**src/rtl/mem_access_ctrl_pkg.sv**
```systemverilog
// Shared definitions for the memory initiator: FSM state, port ownership and
// the default bus widths shared with the program/data memory.
package mem_access_ctrl_pkg;

    localparam int BITS_DATA_DEF = 32;
    localparam int BITS_ADDR_DEF = 16;

    typedef enum logic [1:0] {
        ST_IDLE   = 2'd0,
        ST_ACCESS = 2'd1,
        ST_ACK    = 2'd2
    } state_t;

    typedef enum logic {
        OWN_IF = 1'b0,
        OWN_D  = 1'b1
    } owner_t;

endpackage

```
**src/rtl/mem_access_ctrl_if.sv**
```systemverilog
// CPU-side request channels (instruction fetch and load/store) of the memory
// initiator. The master modport is the CPU; the slave modport is the controller.
interface mem_access_ctrl_if #(
    parameter int BITS_DATA = 32,
    parameter int BITS_ADDR = 16
);

    // Handshake: a requester raises *_req with stable address/data and holds it
    // until the matching one-cycle *_ack; read data (and d_err) is valid only
    // in the ack cycle and the requester must drop or change the request by the
    // second posedge after the ack is seen, otherwise it is taken as a new access.
    logic                 if_req;
    logic [BITS_ADDR-1:0] if_addr;
    logic                 if_ack;
    logic [BITS_DATA-1:0] if_rdata;

    logic                 d_req;
    logic                 d_we;
    logic [BITS_ADDR-1:0] d_addr;
    logic [BITS_DATA-1:0] d_wdata;
    logic                 d_ack;
    logic [BITS_DATA-1:0] d_rdata;
    logic                 d_err;

    modport master (
        output if_req, if_addr, d_req, d_we, d_addr, d_wdata,
        input  if_ack, if_rdata, d_ack, d_rdata, d_err
    );

    modport slave (
        input  if_req, if_addr, d_req, d_we, d_addr, d_wdata,
        output if_ack, if_rdata, d_ack, d_rdata, d_err
    );

endinterface

```
**src/rtl/mem_access_ctrl.sv**
```systemverilog
// Arbitrates instruction fetch and load/store onto a single-port memory with
// asynchronous read and negedge write; one access every three cycles.
module mem_access_ctrl
    import mem_access_ctrl_pkg::*;
#(
    parameter int          BITS_DATA = BITS_DATA_DEF,
    parameter int          BITS_ADDR = BITS_ADDR_DEF,
    parameter int unsigned RO_LIMIT  = 0
) (
    input  logic                 clk,
    input  logic                 reset,
    mem_access_ctrl_if.slave     bus,
    output logic                 busy,
    output state_t               dbg_state,
    output logic [BITS_ADDR-1:0] mem_address,
    output logic [BITS_DATA-1:0] mem_data_in,
    output logic                 mem_write,
    input  logic [BITS_DATA-1:0] mem_data_out
);

    // One extra bit so RO_LIMIT may cover the whole address space.
    localparam logic [BITS_ADDR:0] RO_LIM = (BITS_ADDR + 1)'(RO_LIMIT);

    state_t               state;
    owner_t               owner;
    logic                 is_store;
    logic                 err_pend;
    logic                 if_ack_q;
    logic [BITS_DATA-1:0] if_rdata_q;
    logic                 d_ack_q;
    logic [BITS_DATA-1:0] d_rdata_q;
    logic                 d_err_q;

    logic grant_d;
    logic grant_if;
    logic ro_hit;

    // Data port has fixed priority; a losing fetch simply waits for the next IDLE.
    assign grant_d  = bus.d_req;
    assign grant_if = bus.if_req && !bus.d_req;

    assign ro_hit = ({1'b0, bus.d_addr} < RO_LIM);

    always_ff @(posedge clk) begin
        if (reset) begin
            state       <= ST_IDLE;
            owner       <= OWN_IF;
            is_store    <= 1'b0;
            err_pend    <= 1'b0;
            if_ack_q    <= 1'b0;
            if_rdata_q  <= '0;
            d_ack_q     <= 1'b0;
            d_rdata_q   <= '0;
            d_err_q     <= 1'b0;
            mem_address <= '0;
            mem_data_in <= '0;
            mem_write   <= 1'b0;
        end else begin
            case (state)
                ST_IDLE: begin
                    if (grant_d) begin
                        owner       <= OWN_D;
                        mem_address <= bus.d_addr;
                        is_store    <= bus.d_we;
                        if (bus.d_we && !ro_hit) begin
                            mem_write   <= 1'b1;
                            mem_data_in <= bus.d_wdata;
                            err_pend    <= 1'b0;
                        end else begin
                            mem_write <= 1'b0;
                            err_pend  <= bus.d_we;
                        end
                        state <= ST_ACCESS;
                    end else if (grant_if) begin
                        owner       <= OWN_IF;
                        mem_address <= bus.if_addr;
                        is_store    <= 1'b0;
                        err_pend    <= 1'b0;
                        mem_write   <= 1'b0;
                        state       <= ST_ACCESS;
                    end
                end

                ST_ACCESS: begin
                    // The memory has already written at this cycle's negedge.
                    mem_write <= 1'b0;
                    if (owner == OWN_D) begin
                        d_ack_q <= 1'b1;
                        d_err_q <= err_pend;
                        if (!is_store) begin
                            d_rdata_q <= mem_data_out;
                        end
                    end else begin
                        if_ack_q   <= 1'b1;
                        if_rdata_q <= mem_data_out;
                    end
                    state <= ST_ACK;
                end

                ST_ACK: begin
                    if_ack_q <= 1'b0;
                    d_ack_q  <= 1'b0;
                    d_err_q  <= 1'b0;
                    err_pend <= 1'b0;
                    state    <= ST_IDLE;
                end

                default: begin
                    mem_write <= 1'b0;
                    if_ack_q  <= 1'b0;
                    d_ack_q   <= 1'b0;
                    d_err_q   <= 1'b0;
                    state     <= ST_IDLE;
                end
            endcase
        end
    end

    assign bus.if_ack   = if_ack_q;
    assign bus.if_rdata = if_rdata_q;
    assign bus.d_ack    = d_ack_q;
    assign bus.d_rdata  = d_rdata_q;
    assign bus.d_err    = d_err_q;

    assign busy      = (state != ST_IDLE);
    assign dbg_state = state;

endmodule
```
**src/flat_wrapper.sv**
```systemverilog
// flat-port wrapper written by rule: the top's interface ports become plain ports
module mem_access_ctrl_flat import mem_access_ctrl_pkg::*;
#(
    parameter int          BITS_DATA = BITS_DATA_DEF,
    parameter int          BITS_ADDR = BITS_ADDR_DEF,
    parameter int unsigned RO_LIMIT  = 0
)
  (clk, reset, busy, dbg_state, mem_address, mem_data_in, mem_write, mem_data_out, bus_if_req, bus_if_addr, bus_d_req, bus_d_we, bus_d_addr, bus_d_wdata, bus_if_ack, bus_if_rdata, bus_d_ack, bus_d_rdata, bus_d_err);
  mem_access_ctrl_if #(.BITS_DATA(BITS_DATA), .BITS_ADDR(BITS_ADDR)) bus_i ();
  input  logic clk;
  input  logic reset;
  output logic busy;
  output state_t dbg_state;
  output logic [BITS_ADDR-1:0] mem_address;
  output logic [BITS_DATA-1:0] mem_data_in;
  output logic mem_write;
  input  logic [BITS_DATA-1:0] mem_data_out;
  input wire logic [$bits(bus_i.if_req)-1:0] bus_if_req;
  input wire logic [$bits(bus_i.if_addr)-1:0] bus_if_addr;
  input wire logic [$bits(bus_i.d_req)-1:0] bus_d_req;
  input wire logic [$bits(bus_i.d_we)-1:0] bus_d_we;
  input wire logic [$bits(bus_i.d_addr)-1:0] bus_d_addr;
  input wire logic [$bits(bus_i.d_wdata)-1:0] bus_d_wdata;
  output wire logic [$bits(bus_i.if_ack)-1:0] bus_if_ack;
  output wire logic [$bits(bus_i.if_rdata)-1:0] bus_if_rdata;
  output wire logic [$bits(bus_i.d_ack)-1:0] bus_d_ack;
  output wire logic [$bits(bus_i.d_rdata)-1:0] bus_d_rdata;
  output wire logic [$bits(bus_i.d_err)-1:0] bus_d_err;
  assign bus_i.if_req = bus_if_req;
  assign bus_i.if_addr = bus_if_addr;
  assign bus_i.d_req = bus_d_req;
  assign bus_i.d_we = bus_d_we;
  assign bus_i.d_addr = bus_d_addr;
  assign bus_i.d_wdata = bus_d_wdata;
  assign bus_if_ack = bus_i.if_ack;
  assign bus_if_rdata = bus_i.if_rdata;
  assign bus_d_ack = bus_i.d_ack;
  assign bus_d_rdata = bus_i.d_rdata;
  assign bus_d_err = bus_i.d_err;
  mem_access_ctrl #(.BITS_DATA(BITS_DATA), .BITS_ADDR(BITS_ADDR), .RO_LIMIT(RO_LIMIT)) u_core (.clk(clk), .reset(reset), .bus(bus_i), .busy(busy), .dbg_state(dbg_state), .mem_address(mem_address), .mem_data_in(mem_data_in), .mem_write(mem_write), .mem_data_out(mem_data_out));
endmodule
```
**config.mk**
```make
export PLATFORM = sky130hd
export DESIGN_NAME = mem_access_ctrl_flat
export DESIGN_NICKNAME = d
export VERILOG_FILES = /design/src/rtl/mem_access_ctrl_pkg.sv /design/src/rtl/mem_access_ctrl_if.sv /design/src/rtl/mem_access_ctrl.sv /design/src/flat_wrapper.sv
export SDC_FILE = /design/constraint.sdc
export NUM_CORES = 1
export LEC_CHECK = 0
export CORE_MARGIN = 10
export CORE_UTILIZATION = 40
export DETAILED_ROUTE_END_ITERATION = 6
export PLACE_DENSITY = 0.87
export SYNTH_ARGS = -nofsm -noshare
export SYNTH_HDL_FRONTEND = slang
export SYNTH_SLANG_ARGS = --single-unit
```
**constraint.sdc**
```tcl
create_clock -name clk -period 1.7 [get_ports clk]
set_input_delay 0.17 -clock clk [delete_from_list [all_inputs] [get_ports clk]]
set_output_delay 0.17 -clock clk [all_outputs]
set_load 0.03 [all_outputs]
```
## Yosys cells after proc, flatten, opt, wreduce, memory -nomap -nowiden

Cells that the tools add are included.

- Register bits: 121
- Output and inout bits: 119

- Equal/unequal tests: 5
- Bitwise operators: 4
- Reduce and logical (&&, ||, !) cells: 14
- Mux-type cells: 19

Operators with widths:

| cell | number |
|---|---|
| $mux W16 | 2 |
| $reduce_and A2 Y1 | 6 |
| $pmux W1 S2 | 5 |
| $mux W1 | 9 |
| $reduce_and A3 Y1 | 2 |
| $reduce_bool A2 Y1 | 3 |
| $mux W2 | 2 |
| $not A1 Y1 | 4 |
| $pmux W2 S2 | 1 |
| $ne A3 B2 Y1 const B | 1 |
| $eq A2 B1 Y1 const B | 1 |
| $eq A2 B2 Y1 const B | 1 |
| $logic_not A2 Y1 | 1 |
| $ne A2 B1 Y1 const B | 1 |
| $ne A2 B2 Y1 const B | 1 |
| $logic_and A1 B1 Y1 | 1 |
| $logic_not A1 Y1 | 1 |

## Logic depth before layout (Yosys ltp)

Gate-level depths: netlist of the first run.

- Word-level depth: 5
- Mapped depth: 6
- Gate-level depth less buffers: 4

## Worst setup path after synthesis of the first run

Ideal clock, no wire load.

- Path kind: register to register
- From: reg u_core.state[1] (netlist: u_core.dbg_state[1])
- To: reg u_core.mem_address[10]
- Cell stages (with the launch flop): 7
- Arrival time: 1,485 ps
- Library setup time: 86 ps
- Slack: 130 ps
- Period minus slack after synthesis: 1,570 ps
- Required time: 1,614 ps
- Cell sequence: dfxtp_1 -> buf_6 -> nor2_4 -> inv_1 -> nor2_4 -> buf_4 -> a211oi_1

- Word-level cells in the longest chain between the ends: 2

Ends and longest elaborated chain:

| element | RTL line | RTL |
|---|---|---|
| from (decl) | mem_access_ctrl.sv:24 | `state_t state;` |
| from (signal assigned) | mem_access_ctrl.sv:46 | `state <= ST_IDLE;` |
| from (signal assigned) | mem_access_ctrl.sv:73 | `state <= ST_ACCESS;` |
| from (signal assigned) | mem_access_ctrl.sv:80 | `state <= ST_ACCESS;` |
| $logic_not A2 Y1 | mem_access_ctrl.sv:59 | `case (state)` |
| $reduce_and A2 Y1 (no source line) | n/a |  |
| to (signal assigned) | mem_access_ctrl.sv:63 | `mem_address <= bus.d_addr;` |
| to (signal assigned) | mem_access_ctrl.sv:76 | `mem_address <= bus.if_addr;` |
| to (decl) | mem_access_ctrl.sv:15 | `output logic [BITS_ADDR-1:0] mem_address,` |

No other way between the ends.
A chain may end at the register's enable or synchronous reset.

## Final worst setup path of the first run

- From: reg u_core.state[1] (netlist: u_core.dbg_state[1])
- To: out dbg_state[1]

RTL lines:

| element | RTL line | RTL |
|---|---|---|
| to (decl) | flat_wrapper.sv:13 | `output state_t dbg_state;` |

No word-level cell between the ends.

==> results of run 1 <==
## routing by layer
metal | share of wire (%) | track usage [%] | routed length (um)
met1 | 38 | 18.2 | 5650
met2 | 50 | 31.8 | 7500
met3 | 9.4 | 8.91 | 1400
met4 | 2.4 | 7.32 | 358
met5 | 0 | 0 | 0
## how the worst max path moves through the flow
stage,cells past startpoint,to
floorplan,6,u_core.mem_address[10]
global placement,4,u_core.mem_address[12]
detailed placement,5,u_core.mem_write
CTS,1,mem_data_in[19]
global route,3,busy
finish,1,dbg_state[1]
## per-stage QoR
step	cells	setup WS, ps
final	883	114
after global routing	883	21.8
after CTS	883	3.73
after detailed placement	852	52.3
after global placement	852	203
after floorplan	526	130
## state kept, by name, summed over array words and instances (netlist names), 2 cells and up
name and flops:
u_core.dbg_state 2, u_core.bus.if_rdata 32, u_core.mem_address 16, u_core.bus.d_rdata 32
u_core.mem_data_in 32
## what timing repair did
| item | CTS | global route |
|---|---|---|
| gates cloned | 0 | 0 |
| gates resized for setup | 119 | 2 |
| setup endpoints to repair | 117 | 2 |
| buffers inserted | 0 | 0 |
## layout make-up
type / count / share of cell area, %
repair buffers: 231 / 31.0
well taps: 140 / 2.46
clock inverters: 11 / 1.76
flip-flops and latches: 119 / 33.5
inverters: 1 / 0.0527
multi-input cells: 361 / 24.8
clock buffers: 20 / 6.39
## placed cells by master (no fill, tap or decap)
master           Yosys  final
or2_2                1      1
dfxtp_1            119    117
dfxtp_2              0      2
and4bb_2             1      1
clkinv_2             0      2
nand2_1            193    193
nand3b_1             1      1
a21oi_1            115    115
conb_1               1      1
clkdlybuf4s50_1      0     99
clkbuf_8             0      4
nor2_2               1      1
nor2_4               2      2
inv_1                1      1
a211oi_1            17     17
or3b_1               1      1
nand4bb_1            2      2
nand2b_1             1      1
dlygate4sd2_1        0    115
clkinvlp_4           0      5
nor3b_4              0      1
a21oi_2              1      1
clkdlybuf4s15_2      0      1
buf_12               0      6
nor4bb_4             0      1
o21ai_0              3      3
dlymetal6s2s_1       0      1
mux2i_1             16     16
bufinv_16            0      2
buf_4                8      9
clkinv_4             0      2
clkbuf_16            0     16
nor3b_1              1      1
nor3_1               2      2
## power by group
group          internal, W  switching [W]  leakage (nW)  total (W)
Clock              0.00219        0.00124         0.271    0.00343
Sequential         0.00295      0.0000925         0.971    0.00304
Combinational     0.000531       0.000740          1.86    0.00127
Total              0.00567        0.00207          3.11    0.00774
## cell families after synthesis
logic type | after synthesis | synth area share (%)
buffers and inverters | 46 | 6.25
and+or+nand+nor | 208 | 19.5
DFF | 119 | 54.1
muxes | 16 | 3.64
AOI/OAI and AO/OA | 136 | 16.5
other | 1 | 0.0851
==> results.toml, run 1 <==
[clocking]
root_buffer = "clkbuf_8"
cts_made_buffers = 17
h-tree-depth = 4
cts.clk_slew.worst_paths_ps = 60
cts_hold_buf = 0
clock_path_buffers = 2
clkLatencyLatePin_ps = 510
cts_tree = "yes"
clock-sinks = 119

[floorplanning]
die_x_um = 125
coreArea_um2 = 10800
io_pins = 220
initial_utilization_pct = 40.8
fp.dieArea_um2 = 15600
rows = 38
die_h_um = 125

[hold_path]
holdCritStartpoint = "reset"
holdPathEnd = "u_core.bus.if_ack"
hp-class = "input pin to flop"
hold_path_depth = 2

[power]
powerDensity_nw_per_um2 = 1090
p_total_w = 0.00774
ir_drop_mv = 0.610
power.leakage_nw = 3.11

[finish]
num_antenna_cells = 0
multi_input_area_um2 = 1770
syn_to_final_growth_pct = 61.7
final_area_um2 = 7120
seq_area_um2 = 2380
final_core_util_pct = 66.0
fin_nets = 832
drive_gt1_share_pct = 7.67
fillers = 889

[detailed_routing]
dr.pass1.iters = 4
drcViolationCount = 0
dr_total_vias = 4418
wl_per_cell_um = 16.9
drt_iter0_drc = 334
antenna_left = 0
wl_um = 14900
vias_per_cell = 5.00

[logic_synthesis]
async_flop_share_pct = 0
synth_top_area_share_pct = 54.1
synth.most_common_cell = "nand2_1"
synth_area_leaders = "dfxtp_1 (54%), nand2_1 (16%), a21oi_1 (13%)"
avgSynthCellArea_um2 = 8.38
ys_ff_latch = 119
syn_area_um2 = 4410
yosysWarnings = 0
synthCells = 526
syn-num-nets = 627
synth_ff_type = "dfxtp_1"
yosysUniqueCellTypes = 26
synth_commonest_cells = "nand2_1 (193), dfxtp_1 (119), a21oi_1 (115)"
ys_seq_area_share_pct = 54.1
post-synth-top-area-cell = "dfxtp_1"
synth-edff-count = 0

[sta]
clock_skew_ps = 6.80
holdWs_ps = 92.5
slew_violations = 0
rsz0062_at_grt = "no"
setup_viol = 0
period_share_pct = 93.3
fin_crit_ps = 1590
tns_ps = 0
final_hold_viol_count = 0
fmax_mhz = 630

[global_routing]
grt_pass1_wl_um = 23400
grt_usage_pct = 18.2
globalRouteOverflowTotal = 0
grt_max_degree = 52
antenna_found_initial = 0
grt_pass1_vias = 4613

[critical_path]
timing.rr.end = "u_core.bus.d_rdata[3]"
crit_path_start_kind = "flop"
rr_worst_depth = 5
end_kind = "output port"
cp_max_fo = 11
r2r_slack_ps = 280
cp.required_ps = 1530
path_class = "flop to output port"
path_buf_inv = 1
cp-startpoint = "u_core.dbg_state[1]"
critPathMaxStageDelay_ps = 460
worst_ep_arrival_time_ps = 1420
path_cells = "dlygate4sd2_1"
reg2reg_from = "u_core.dbg_state[1]"
cpLargestDelayFamily = "buffers and inverters"
cp_slowest_cell = "dlygate4sd2_1"

[place]
place.gp.congestion = 0.789
port_buffers = 218
dp_hpwl_um = 10900
place_area_um2 = 6680

[run_status]
status = "completed"

[run]
drv_cap = 0
Note: power is estimated with default switching activity, not from simulation.
==> run 2: changes to the inputs <==
--- a/config.mk
+++ b/config.mk
@@ -5,9 +5,11 @@
 export SDC_FILE = /design/constraint.sdc
 export NUM_CORES = 1
 export LEC_CHECK = 0
+export ABC_CLOCK_PERIOD_IN_PS = 1700
 export CORE_MARGIN = 10
 export CORE_UTILIZATION = 40
 export DETAILED_ROUTE_END_ITERATION = 6
+export GPL_ROUTABILITY_DRIVEN = 1
 export PLACE_DENSITY = 0.87
 export SYNTH_ARGS = -nofsm -noshare
 export SYNTH_HDL_FRONTEND = slang
==> results of run 2 <==
No change in the layout: final DEF, timing and power equal those of run 1.
